===== src/rtl/fetch_unit.sv =====
// Instruction fetch: owns the PC, issues one imem request at a time,
// holds the fetched word for the controller and steps the PC on retire.
module fetch_unit #(
  parameter int              XLEN     = 32,
  parameter logic [XLEN-1:0] RESET_PC = '0,
  parameter int              CNT_W    = 32
) (
  input  logic             clk,
  input  logic             reset,
  output logic             imem_req_valid,
  input  logic             imem_req_ready,
  output logic [XLEN-1:0]  imem_addr,
  input  logic             imem_rsp_valid,
  input  logic [31:0]      imem_rsp_data,
  output logic             instr_valid,
  input  logic             instr_ready,
  output logic [31:0]      Instr,
  output logic [6:0]       op,
  output logic [2:0]       funct3,
  output logic             funct7b5,
  output logic [XLEN-1:0]  PC,
  output logic [XLEN-1:0]  PCPlus4,
  input  logic [1:0]       PCSrc,
  input  logic [XLEN-1:0]  ImmExt,
  input  logic [XLEN-1:0]  ALUResult,
  output logic             misalign,
  output logic [CNT_W-1:0] instret
);

  typedef enum logic [2:0] {
    IDLE,
    REQ,
    WAIT,
    HOLD,
    ERR
  } state_t;

  state_t            state, state_n;
  logic [XLEN-1:0]   pc_q, pc_n;
  logic [XLEN-1:0]   pc_inc;
  logic [XLEN-1:0]   target;
  logic [31:0]       instr_q, instr_n;
  logic              mis_q, mis_n;
  logic [CNT_W-1:0]  cnt_q, cnt_n;

  assign pc_inc = pc_q + XLEN'(4);

  // jalr targets drop bit 0; the reserved encoding falls back to PC+4
  always_comb begin
    target = pc_inc;
    unique case (PCSrc)
      2'b00: target = pc_inc;
      2'b01: target = pc_q + ImmExt;
      2'b10: target = ALUResult & ~XLEN'(1);
      2'b11: target = pc_inc;
    endcase
  end

  always_comb begin
    state_n = state;
    pc_n    = pc_q;
    instr_n = instr_q;
    mis_n   = mis_q;
    cnt_n   = cnt_q;
    unique case (state)
      IDLE: state_n = REQ;
      REQ: begin
        if (imem_req_ready)
          state_n = WAIT;
      end
      WAIT: begin
        if (imem_rsp_valid) begin
          instr_n = imem_rsp_data;
          state_n = HOLD;
        end
      end
      HOLD: begin
        if (instr_ready) begin
          cnt_n = cnt_q + CNT_W'(1);
          if (target[1]) begin
            mis_n   = 1'b1;
            state_n = ERR;
          end else begin
            pc_n    = target;
            state_n = REQ;
          end
        end
      end
      ERR: mis_n = 1'b1;
      default: state_n = IDLE;
    endcase
  end

  always_ff @(posedge clk) begin
    if (reset) begin
      state   <= IDLE;
      pc_q    <= RESET_PC;
      instr_q <= '0;
      mis_q   <= 1'b0;
      cnt_q   <= '0;
    end else begin
      state   <= state_n;
      pc_q    <= pc_n;
      instr_q <= instr_n;
      mis_q   <= mis_n;
      cnt_q   <= cnt_n;
    end
  end

  assign imem_req_valid = (state == REQ);
  assign imem_addr      = pc_q;
  assign instr_valid    = (state == HOLD);
  assign Instr          = instr_q;
  assign op             = instr_q[6:0];
  assign funct3         = instr_q[14:12];
  assign funct7b5       = instr_q[30];
  assign PC             = pc_q;
  assign PCPlus4        = pc_inc;
  assign misalign       = mis_q;
  assign instret        = cnt_q;

endmodule


===== config.mk =====
export PLATFORM = sky130hd
export DESIGN_NAME = fetch_unit
export DESIGN_NICKNAME = d
export VERILOG_FILES = /design/src/rtl/fetch_unit.sv
export SDC_FILE = /design/constraint.sdc
export NUM_CORES = 1
export LEC_CHECK = 0
export ABC_CLOCK_PERIOD_IN_PS = 6700
export BUFFER_PORTS_ARGS = -buffer_cell sky130_fd_sc_hd__buf_4
export CAP_MARGIN = 5
export CORE_ASPECT_RATIO = 1.1
export CORE_MARGIN = 8
export CORE_UTILIZATION = 53
export CTS_CLUSTER_SIZE = 30
export DETAILED_ROUTE_END_ITERATION = 8
export GPL_TIMING_DRIVEN = 0
export PLACE_DENSITY = 0.83
export SLEW_MARGIN = 30
export SYNTH_ARGS = -nofsm -noshare
export SYNTH_HDL_FRONTEND = slang
export SYNTH_SLANG_ARGS = --single-unit

===== constraint.sdc =====
create_clock -name clk -period 6.7 [get_ports clk]
set_clock_uncertainty 0.05 [all_clocks]
set_input_delay 0.335 -clock clk [delete_from_list [all_inputs] [get_ports clk]]
set_output_delay 0.335 -clock clk [all_outputs]
set_load 0.02 [all_outputs]

=== After elaboration in Yosys (flattened, before gate mapping) ===
Cells that the tools add are included.

* Bits in read-only memories: 0
* Output and inout bits: 174
* Logic and storage cells: 39
* Bits of input ports: 103
* Bits in writable memories: 0
* Bits in latches: 0
* Flip-flop bits (word level): 99
* Memories: 0

* Add/subtract/negate cells: 3
* Reductions and logical operators: 9
* Magnitude comparators: 0
* Mux-type cells: 9
* Shift operators: 0
* Multiply operators: 0
* Bitwise logic cells: 2
* Divide/modulo/power cells: 0
* Eq/ne operators: 11

{| class="wikitable"
|+ Operators by type and width
! cell !! number
|-
| $pmux 32 s3 || 1
|-
| $add 32x1->32 const B || 1
|-
| $add 32x3->32 const B || 1
|-
| $add 32x32->32 || 1
|-
| $pmux 3 s5 || 1
|-
| $mux 3 || 4
|-
| $eq 3x2->1 const B || 2
|-
| $ne 2x1->1 const B || 3
|-
| $reduce_and 3->1 || 2
|-
| $eq 2x2->1 const B || 2
|-
| $reduce_and 2->1 || 2
|-
| $reduce_and 4->1 || 1
|-
| $eq 3x1->1 const B || 1
|-
| $eq 3x3->1 const B || 1
|-
| $logic_not 3->1 || 1
|-
| $eq 2x1->1 const B || 1
|-
| $logic_not 2->1 || 1
|-
| $mux 1 || 2
|-
| $ne 2x2->1 const B || 1
|-
| $not 1->1 || 2
|-
| $pmux 1 s2 || 1
|-
| $reduce_bool 2->1 || 1
|-
| $reduce_or 2->1 || 1
|}

=== Longest topological paths before layout ===
Gate-level depths: netlist of the first run.

* Depth in word-level cells: 6
* Gate-level depth with buffers: 11
* Gate-level depth less buffers: 10

=== Worst setup path before layout of the first run ===
Ideal clock, no wire load.

* Path type: register to register
* Start: register pc_q[7] (netlist: PC[7])
* End: register pc_q[20] (netlist: PC[20])
* Clock period less this slack: 2.764 ns
* Arrival: 2.602 ns
* Data required time: 6.538 ns
* Stages on the path, launching flop included: 10
* Setup time: 0.112 ns
* Path slack: 3.936 ns
* Path buffers: 0
* Path through: dfxtp_1 -> ha_1 -> a21oi_1 -> nor2_1 -> a211oi_1 -> o21ai_2 -> a221o_1 -> a311oi_1 -> xor2_1 -> a2111oi_1

* Cells in the longest elaborated chain, start to end: 2
* Elaborated cells between the ends (all ways): 3
* Classes of those cells: 2 x add/sub; 1 x mux

{| class="wikitable"
|+ Ends and longest elaborated chain
! item !! RTL line !! source
|-
| start, declared || 39 || <nowiki>logic [XLEN-1:0] pc_q, pc_n;</nowiki>
|-
| start signal, assigned || 103 || <nowiki>pc_q <= pc_n;</nowiki>
|-
| $add 32x3->32 or $add 32x32->32 (tied branches) || 46, 53 ||
|-
| $pmux 32 s3 (*) || 51 || <nowiki>unique case (PCSrc)</nowiki>
|}

Mark *: on every way between the ends. The rest lies on a longest branch, timed or not.
A chain may end at the register's enable or synchronous reset.

=== Worst setup path in the final report of the first run ===
* Start: register pc_q[2] (netlist: PC[2])
* End: register pc_q[27] (netlist: PC[27])

The elaborated chain is that of the path after synthesis.

==> results of run 1 <==
==> worst paths after layout <==
path	from	endpoint	slack (ns)
worst max-delay path	PC[2]	PC[27]	3.58
worst min-delay path	imem_rsp_data[13]	Instr[13]	0.18
worst max register to register	PC[2]	PC[27]	3.58
worst min register to register	misalign	misalign	0.40
==> area by class of cell <==
class	count	area, um2	area share
plain buffers	93	531	0.0565
clock inverters	7	85.1	0.00907
flip-flops and latches	99	1980	0.211
well taps	157	196	0.0209
inverters	21	78.8	0.00840
clock buffers	9	225	0.0240
multi-input cells	663	4250	0.453
repair buffers	271	2030	0.217
==> power by group through the flow <==
stage	sequential, uW	combinational [uW]	clock, uW
6_report	648	468	537
5_1_grt	653	504	563
4_1_cts	647	466	536
3_5_place_dp	661	464	0
3_3_place_gp	660	458	0
2_1_floorplan	682	247	0
==> cells in the final DEF (no fill, tap or decap), types with 6 or more instances in the layout <==
cell type and instances:
dfxtp_1 99, nor2_1 77, xnor2_1 37, a221oi_1 22, nand4_1 19, a21oi_1 82, clkbuf_1 41, or3_1 6
nor2b_1 6, o21ai_0 21, xor2_1 46, a31oi_1 9, nand3_1 22, clkbuf_16 9, a311oi_1 6, and3_1 13
a21o_1 15, ha_1 35, a211oi_1 14, nand2_1 123, inv_1 21, buf_4 318, and2_1 6, nor3_1 13
==> Yosys cell counts, types with 3 or more instances <==
cell      instances
o21a_1            4
xnor2_1          37
nand3_1          22
a221oi_1         22
o21ai_0          21
and2_1            6
or3_1             6
nand2_1         123
o21ai_1           3
nand4_1          19
nor3_1           13
a221o_1           4
a21o_1           15
a22oi_1           5
a211oi_1         14
a31oi_1           9
and4_1            3
a31o_2            3
ha_1             35
xor2_1           46
o21bai_1          3
clkbuf_1         41
nor2_1           77
a21oi_1          82
nand2b_1          5
nor2b_1           6
buf_2             4
dfxtp_1          99
o22ai_1           4
o211ai_1          5
and3_1           13
inv_1            21
nor3b_1           3
a311oi_1          6
o211a_1           3
buf_4            47
mux2i_1           3
==> through the flow <==
stage,cells,hold slack (ns),utilization,power (uW),setup slack (ns)
2_1_floorplan,876,0.421,-,929,3.94
5_1_grt,1320,0.173,0.745,1720,3.36
6_report,1320,0.175,0.745,1650,3.58
3_5_place_dp,1304,0.396,0.721,1120,3.77
4_1_cts,1320,0.169,0.745,1650,3.72
3_3_place_gp,1304,0.384,0.720,1120,3.76
==> cells by family after synthesis <==
logic type,after synthesis
other,1
xor gates and xnor gates,83
buffers and inverters,114
AOI/OAI and AO/OA,222
adders and majority gates,35
DFF,99
muxes,3
and+or+nand+nor,317
==> registers in the layout, indices dropped and copies added (netlist names) <==
register	flops
state	3
misalign	1
instret	32
PC	31
Instr	32
==> worst max-delay path, stage by stage (launching register included) <==
cell and delay, ns:
dfxtp_1 0.49, ha_1 0.32, a31oi_1 0.28, a22oi_1 0.22, a311oi_1 0.46, nor2_1 0.17, a31oi_2 0.39, o22ai_1 0.23
o21ai_0 0.23, o311ai_1 0.14
==> metal layers <==
layer | part of all wire | global-route usage
met2 | 0.48 | 0.492
met5 | 0 | 0
met1 | 0.37 | 0.311
met4 | 0.040 | 0.139
met3 | 0.10 | 0.0968
==> results.py, run 1 <==
metrics = {
    "synth": {
        "synth_flop_cell": "dfxtp_1",
        "synthMuxAreaShare": 0.00440,
        "synth_xor_area_frac": 0.106,
        "syn_avg_cell_area_um2": 7.81,
        "synth_top_family_by_area": "simple AND/OR/NAND/NOR gates",
        "yosysUniqueCellTypes": 70,
        "async_flop_share": 0,
        "synth-edff-count": 0,
        "synth_compound_area_frac": 0.217,
        "netlist_instances": 874,
        "synth_warnings": 0,
        "synth_top_cell_area_share": 0.290,
        "synth-simple-area-share": 0.228,
        "synth_area_mm2": 0.00683,
        "synth.area.top_cells": "dfxtp_1 29%, nand2_1 6.8%, ha_1 6.4%",
        "synth_seq_area_share": 0.290,
        "synth_top_area_cell": "dfxtp_1",
        "synth-adder-area-share": 0.0641,
        "synth-seq-cells": 99,
    },
    "sta": {
        "rsz0062_at_grt": "false",
        "maxSlewHeadroom": 0.476,
        "setup_viol": 0,
        "worst_pin_slew_ns": 0.786,
        "tns_ns": 0,
        "hold_viol_final": 0,
        "finalCritPeriodShare": 0.465,
        "slew_viol_final": 0,
        "max_freq_mhz": 321,
        "min_period_ns": 3.12,
    },
    "floorplanning": {
        "fp.dieW_um": 124,
        "start_util": 0.542,
        "core_area_mm2": 0.0126,
        "die-area_mm2": 0.0168,
        "rows": 43,
        "die_h_um": 135,
        "pin_count": 277,
    },
    "power_and_ir_drop": {
        "ir_drop_mv": 0.168,
        "leakage_uw": 0.00432,
        "power_switching_uw": 571,
        "pwr-share-seq": 0.392,
        "power_frac_comb": 0.283,
        "clockPowerShare": 0.325,
        "powerDensity_mw_per_mm2": 176,
        "p_int_uw": 1080,
        "p_sw_frac": 0.346,
    },
    "clocking": {
        "ctsHoldBuffers": 0,
        "clkTransAtPathRegs_ns": 0.08,
        "cts_sinks": 99,
        "cts_tree": "done",
        "ctsResizeCount": 0,
        "clockBufferDepth": 2,
        "numCtsBuffers": 9,
        "postCtsSetupRepairBufs": 0,
        "insertion_delay_ns": 0.35,
        "clockRootBuffer": "clkbuf_16",
        "cts-htree-levels": 3,
    },
    "critical_path": {
        "arrival_ns": 3.29,
        "path_max_fanout": 8,
        "path_class": "register to register",
        "rr_worst_depth": 9,
        "end_kind": "register",
        "cp-start-kind": "register",
        "required_ns": 6.87,
    },
    "min_path": {
        "hold_depth": 3,
        "hold_path.class": "input port to register",
    },
    "final_layout": {
        "synthToLayoutAreaGrowth_pct": 37.4,
        "antenna_cells": 0,
        "fill_cells": 1049,
        "drive_gt1_frac": 0.308,
        "fin_area_mm2": 0.00938,
        "fin_nets": 1296,
    },
    "route": {
        "antenna_left": 0,
        "drtPass1Iterations": 5,
        "vias": 7533,
        "drcViolationCount": 0,
        "post_drt_wl_per_cell_um": 19.0,
        "drt_iter0_drc": 553,
        "wl_um": 25100,
        "vias_per_cell": 5.71,
    },
    "placed_design": {
        "place.gp.congestion": 0.960,
        "io_buffers": 271,
        "dp_hpwl_um": 19900,
        "placed_area_mm2": 0.00907,
    },
    "grt": {
        "overflow": 0,
        "grt_usage": 0.286,
        "grt_pass1_wl_um": 39100,
        "grt_max_degree": 21,
        "antenna_found_initial": 0,
        "grt_pass1_vias": 7465,
    },
    "status": {
        "status": "finished, final reports clean",
    },
    "flow_run": {
        "cap_viol_max_count": 0,
    },
}
Power figures use the tool's default switching activity.
==> run 2: changes to the inputs <==
--- a/config.mk
+++ b/config.mk
@@ -5,16 +5,17 @@
 export SDC_FILE = /design/constraint.sdc
 export NUM_CORES = 1
 export LEC_CHECK = 0
-export ABC_CLOCK_PERIOD_IN_PS = 6700
+export ABC_AREA = 1
+export ABC_CLOCK_PERIOD_IN_PS = 2900
 export BUFFER_PORTS_ARGS = -buffer_cell sky130_fd_sc_hd__buf_4
 export CAP_MARGIN = 5
 export CORE_ASPECT_RATIO = 1.1
 export CORE_MARGIN = 8
-export CORE_UTILIZATION = 53
+export CORE_UTILIZATION = 52
 export CTS_CLUSTER_SIZE = 30
 export DETAILED_ROUTE_END_ITERATION = 8
 export GPL_TIMING_DRIVEN = 0
-export PLACE_DENSITY = 0.83
+export PLACE_DENSITY = 0.78
 export SLEW_MARGIN = 30
 export SYNTH_ARGS = -nofsm -noshare
 export SYNTH_HDL_FRONTEND = slang
==> constraint.sdc (replaced) <==
create_clock -name clk -period 2.9 [get_ports clk]
set_clock_uncertainty 0.05 [all_clocks]
set_input_delay 0.145 -clock clk [delete_from_list [all_inputs] [get_ports clk]]
set_output_delay 0.145 -clock clk [all_outputs]
set_load 0.02 [all_outputs]
==> results.py, run 2 <==
metrics = {
    "status": {
        "status": "finished, final reports clean",
    },
    "floorplanning": {
        "die-area_mm2": 0.0202,
        "die_h_um": 148,
        "core_area_mm2": 0.0156,
        "rows": 48,
        "pin_count": 277,
        "start_util": 0.530,
        "fp.dieW_um": 136,
    },
    "clocking": {
        "clockRootBuffer": "clkbuf_16",
        "clkTransAtPathRegs_ns": 0.08,
        "cts-htree-levels": 3,
        "clockBufferDepth": 2,
        "ctsResizeCount": 0,
        "numCtsBuffers": 9,
        "postCtsSetupRepairBufs": 0,
        "cts_tree": "done",
        "cts_sinks": 99,
        "insertion_delay_ns": 0.36,
        "ctsHoldBuffers": 22,
    },
    "synth": {
        "synthTopCellsByCount": "405 x nand2_1, 192 x nor2_1, 177 x inv_1, 101 x a21oi_1, 99 x dfxtp_1",
        "synth_top_area_cell": "dfxtp_1",
        "synth.most_common_cell": "nand2_1",
        "synthMuxAreaShare": 0,
        "synth-adder-area-share": 0.0529,
        "synth_top_family_by_area": "simple AND/OR/NAND/NOR gates",
        "synth_xor_area_frac": 0.0328,
        "yosysUniqueCellTypes": 43,
        "netlist_instances": 1409,
        "synth-simple-area-share": 0.395,
        "synth_flop_cell": "dfxtp_1",
        "synth-edff-count": 0,
        "synth_top_cell_area_share": 0.239,
        "synth-seq-cells": 99,
        "async_flop_share": 0,
        "syn_avg_cell_area_um2": 5.87,
        "synth_area_mm2": 0.00828,
        "synth.area.top_cells": "dfxtp_1 24%, nand2_1 18%, nor2_1 8.7%",
        "synth_seq_area_share": 0.239,
        "synth_warnings": 0,
        "synth_compound_area_frac": 0.135,
    },
    "sta": {
        "setup_viol": 0,
        "min_period_ns": 2.59,
        "maxSlewHeadroom": 0.413,
        "tns_ns": 0,
        "max_freq_mhz": 386,
        "rsz0062_at_grt": "false",
        "hold_viol_final": 0,
        "finalCritPeriodShare": 0.893,
        "worst_pin_slew_ns": 0.881,
        "timing.hold.ws_ns": 0.00848,
        "slew_viol_final": 0,
    },
    "route": {
        "drtPass1Iterations": 5,
        "drcViolationCount": 0,
        "vias_per_cell": 5.36,
        "post_drt_wl_per_cell_um": 18.1,
        "wl_um": 34800,
        "drt_iter0_drc": 898,
        "vias": 10300,
        "antenna_left": 0,
    },
    "final_layout": {
        "fill_cells": 1459,
        "antenna_cells": 0,
        "final_cell_mix": "405 x nand2_1, 322 x buf_4, 192 x nor2_1",
        "synthToLayoutAreaGrowth_pct": 34.1,
        "fin_nets": 1854,
        "layout_commonest_cell": "nand2_1",
        "fin_util": 0.711,
        "drive_gt1_frac": 0.224,
    },
    "critical_path": {
        "path_max_fanout": 8,
        "arrival_ns": 2.76,
        "path_class": "register to register",
        "r2r_start": "PC[7]",
        "reg2reg_slack_ns": 0.31,
        "end_kind": "register",
        "cp-start-kind": "register",
        "required_ns": 3.07,
        "setup.worst_path.start": "PC[7]",
        "rr_worst_depth": 11,
        "r2r_end": "PC[26]",
    },
    "grt": {
        "overflow": 0,
        "grt_pass1_vias": 10100,
        "antenna_found_initial": 0,
        "grt_pass1_wl_um": 53300,
        "grt_usage": 0.338,
        "grt_max_degree": 19,
    },
    "placed_design": {
        "place.gp.congestion": 1.03,
        "dp_hpwl_um": 27600,
        "io_buffers": 272,
    },
    "min_path": {
        "min_to": "Instr[1]",
        "hold_path.class": "input port to register",
        "min-delay-start": "imem_rsp_data[1]",
        "hold_depth": 3,
    },
    "power_and_ir_drop": {
        "leakage_uw": 0.00578,
        "power_uw": 4830,
        "ir_drop_mv": 0.374,
        "powerDensity_mw_per_mm2": 436,
    },
    "flow_run": {
        "cap_viol_max_count": 0,
    },
}
[run 2: worst max-delay path: stages (launching register included)]
cell	delay [ns]
dfxtp_1	0.58
ha_1	0.37
nand2_1	0.10
nand2_1	0.06
a21oi_1	0.31
nand3_1	0.29
nand2_1	0.23
nand3_1	0.09
nand2_1	0.07
nand3_1	0.12
nand2_1	0.11
a21oi_1	0.06
[run 2: stage by stage]
step | setup WS, ns | instance area (um2) | std cells
2_1_floorplan | 0.808 | 8280 | 1411
3_3_place_gp | 0.414 | 10600 | 1883
3_5_place_dp | 0.457 | 10600 | 1883
4_1_cts | 0.416 | 11100 | 1921
5_1_grt | 0.259 | 11100 | 1921
6_report | 0.310 | 11100 | 1921
[run 2: power by group]
group / leakage, uW / internal (uW) / switching [uW] / total [uW]
clock network: 0.000140 / 625 / 618 / 1240
logic: 0.00484 / 777 / 1150 / 1920
registers: 0.000800 / 1490 / 174 / 1670
[run 2: cell type report]
type | count | area, um2 | area share
clock buffers | 10 | 239 | 0.0215
well taps | 200 | 250 | 0.0226
clock inverters | 6 | 60.1 | 0.00541
inverters | 182 | 686 | 0.0618
multi-input cells | 1048 | 5110 | 0.460
plain buffers | 82 | 509 | 0.0459
repair buffers | 294 | 2260 | 0.204
flip-flops and latches | 99 | 1980 | 0.179
[run 2: layer usage]
| metal | wire length [um] | vias to the layer above | part of all wire | GRT usage |
|---|---|---|---|---|
| met1 | 12900 | 4671 | 0.37 | 0.375 |
| met3 | 2970 | 117 | 0.085 | 0.0742 |
| met2 | 17200 | 487 | 0.50 | 0.588 |
| li1 | - | 5023 | - | - |
| met4 | 1700 | 0 | 0.049 | 0.185 |
| met5 | 0 | - | 0 | 0 |
[run 2: how the worst max path moves through the flow]
stage / depth (start not counted) / to
after CTS: 7 / PCPlus4[12]
after global placement: 11 / PC[26]
after floorplan: 10 / PC[18]
final: 11 / PC[26]
after detailed placement: 11 / PC[26]
after global routing: 9 / PCPlus4[22]
[run 2: cell families after synthesis]
| family | count (synthesis) |
|---|---|
| AOI/OAI and AO/OA | 213 |
| and+or+nand+nor | 766 |
| DFF | 99 |
| xor gates and xnor gates | 31 |
| buffers and inverters | 264 |
| other | 1 |
| adders and majority gates | 35 |
==> run 3: changes to the inputs <==
--- a/config.mk
+++ b/config.mk
@@ -6,7 +6,7 @@
 export NUM_CORES = 1
 export LEC_CHECK = 0
 export ABC_AREA = 1
-export ABC_CLOCK_PERIOD_IN_PS = 2900
+export ABC_CLOCK_PERIOD_IN_PS = 2600
 export BUFFER_PORTS_ARGS = -buffer_cell sky130_fd_sc_hd__buf_4
 export CAP_MARGIN = 5
 export CORE_ASPECT_RATIO = 1.1
==> constraint.sdc (replaced) <==
create_clock -name clk -period 2.6 [get_ports clk]
set_clock_uncertainty 0.05 [all_clocks]
set_input_delay 0.13 -clock clk [delete_from_list [all_inputs] [get_ports clk]]
set_output_delay 0.13 -clock clk [all_outputs]
set_load 0.02 [all_outputs]
==> results.py, run 3 (synthesized netlist as in run 2, its figures left out) <==
metrics = {
    "final_layout": {
        "final_cell_mix": "405 x nand2_1, 322 x buf_4, 190 x nor2_1",
        "synthToLayoutAreaGrowth_pct": 35.0,
        "fin_nets": 1861,
        "fin_area_mm2": 0.0112,
        "drive_gt1_frac": 0.225,
        "layout_commonest_cell": "nand2_1",
        "fill_cells": 1447,
    },
    "placed_design": {
        "placed_area_mm2": 0.0106,
        "io_buffers": 272,
        "dp_hpwl_um": 27600,
        "place.gp.congestion": 1.03,
    },
    "status": {
        "status": "finished, final reports clean",
    },
    "floorplanning": {
        "die_h_um": 148,
        "rows": 48,
        "pin_count": 277,
        "core_area_mm2": 0.0156,
        "start_util": 0.530,
        "die-area_mm2": 0.0202,
        "fp.dieW_um": 136,
    },
    "route": {
        "drcViolationCount": 0,
        "post_drt_wl_per_cell_um": 18.1,
        "wl_um": 34900,
        "vias": 10300,
        "antenna_left": 0,
        "vias_per_cell": 5.36,
        "drtPass1Iterations": 6,
        "drt_iter0_drc": 881,
    },
    "critical_path": {
        "slowest_stage": "dfxtp_1",
        "path_class": "register to register",
        "path_common_cell": "nand2_1",
        "r2r_start": "PC[9]",
        "path_max_fanout": 7,
        "setup.worst_path.start": "PC[9]",
        "arrival_ns": 2.65,
        "path_cells": "ha_1 -> nand2_1 -> inv_1 -> a21oi_1 -> nand3_1 -> nand2_1 -> nand3_1 -> nand2_1 -> nand3_1 -> nand2_1 -> a21oi_1",
        "cp-start-kind": "register",
        "rr_worst_depth": 11,
        "slowest_delay_ns": 0.49,
        "required_ns": 2.77,
        "r2r_end": "PC[26]",
        "end_kind": "register",
        "reg2reg_slack_ns": 0.12,
        "crit_path_end": "PC[26]",
    },
    "power_and_ir_drop": {
        "powerDensity_mw_per_mm2": 483,
        "leakage_uw": 0.00581,
        "ir_drop_mv": 0.421,
        "power_uw": 5390,
    },
    "sta": {
        "maxSlewHeadroom": 0.427,
        "rsz0062_at_grt": "false",
        "hold_viol_final": 0,
        "tns_ns": 0,
        "slew_viol_final": 0,
        "worst_pin_slew_ns": 0.859,
        "max_freq_mhz": 403,
        "setup_viol": 0,
        "finalCritPeriodShare": 0.954,
        "min_period_ns": 2.48,
    },
    "grt": {
        "grt_max_degree": 19,
        "grt_pass1_vias": 10100,
        "grt_pass1_wl_um": 53300,
        "grt_usage": 0.339,
        "antenna_found_initial": 1,
        "overflow": 0,
    },
    "flow_run": {
        "cap_viol_max_count": 0,
    },
    "clocking": {
        "clockRootBuffer": "clkbuf_16",
        "clkTransAtPathRegs_ns": 0.08,
        "postCtsSetupRepairBufs": 0,
        "cts_tree": "done",
        "clockBufferDepth": 2,
        "cts-htree-levels": 3,
        "numCtsBuffers": 9,
        "insertion_delay_ns": 0.36,
        "cts_sinks": 99,
    },
    "min_path": {
        "hold_path.class": "input port to register",
    },
}
run 3: cell types whose count changed in the layout (fill, tap and decap cells not counted), sizes merged:
cell	delta
diode	+1
dlygate4sd3	+7
run 3: per-stage QoR:
stage / worst slack [ns] / hold slack (ns) / util / instances
after floorplan: 0.508 / 0.236 / - / 1411
after global placement: 0.114 / 0.331 / 0.677 / 1883
after detailed placement: 0.157 / 0.339 / 0.677 / 1883
after CTS: 0.131 / 0.00390 / 0.715 / 1928
after global routing: 0.0185 / 0.0319 / 0.716 / 1929
final: 0.118 / 0.00370 / 0.716 / 1929
run 3: cell type report:
type / count / area (um2) / area share
Multi-Input combinational cell: 1048 / 5110 / 0.458
Timing Repair Buffer: 301 / 2330 / 0.209
Sequential cell: 99 / 1980 / 0.177
Inverter: 182 / 686 / 0.0614
Buffer: 82 / 509 / 0.0456
Tap cell: 200 / 250 / 0.0224
Clock buffer: 10 / 239 / 0.0214
Clock inverter: 6 / 60.1 / 0.00537
Antenna cell: 1 / 2.50 / 0.000224
run 3: worst min path at each step:
stage / from / to / slack [ns] / depth (start not counted)
2_1_floorplan: reset / PC[8] / 0.24 / 3
5_1_grt: imem_rsp_data[13] / Instr[13] / 0.03 / 3
4_1_cts: imem_rsp_data[13] / Instr[13] / 0.004 / 3
3_5_place_dp: imem_rsp_data[4] / Instr[4] / 0.34 / 3
3_3_place_gp: imem_rsp_data[2] / Instr[2] / 0.33 / 3
6_report: imem_rsp_data[13] / Instr[13] / 0.004 / 3
run 3: report_power, final:
part	internal, uW	switching [uW]	leakage (uW)	total, uW
clock network	697	682	0.000140	1380
registers	1670	197	0.000801	1860
logic	873	1280	0.00487	2150
run 3: what timing repair did:
| action | in CTS | in global routing |
|---|---|---|
| gates resized for setup | 0 | 3 |
| endpoints found under the setup margin | 0 | 3 |
| hold buffers | 29 | 0 |
| hold endpoints to repair | 29 | 0 |
run 3: critical path: cells and delay by family, from the launching register on:
kind / cells / cell delay, ns
buffers and inverters: 1 / 0.05
adder cells (fa/ha/maj): 1 / 0.35
flip-flops: 1 / 0.49
AND/OR/NAND/NOR: 7 / 1.05
AO/OA/AOI/OAI: 2 / 0.35
run 3: layer usage:
| metal | GRT usage | routed length [um] | share of wire |
|---|---|---|---|
| met1 | 0.376 | 13000 | 0.37 |
| met2 | 0.587 | 17200 | 0.49 |
| met3 | 0.0722 | 2850 | 0.082 |
| met4 | 0.189 | 1730 | 0.050 |
| met5 | 0 | 0 | 0 |
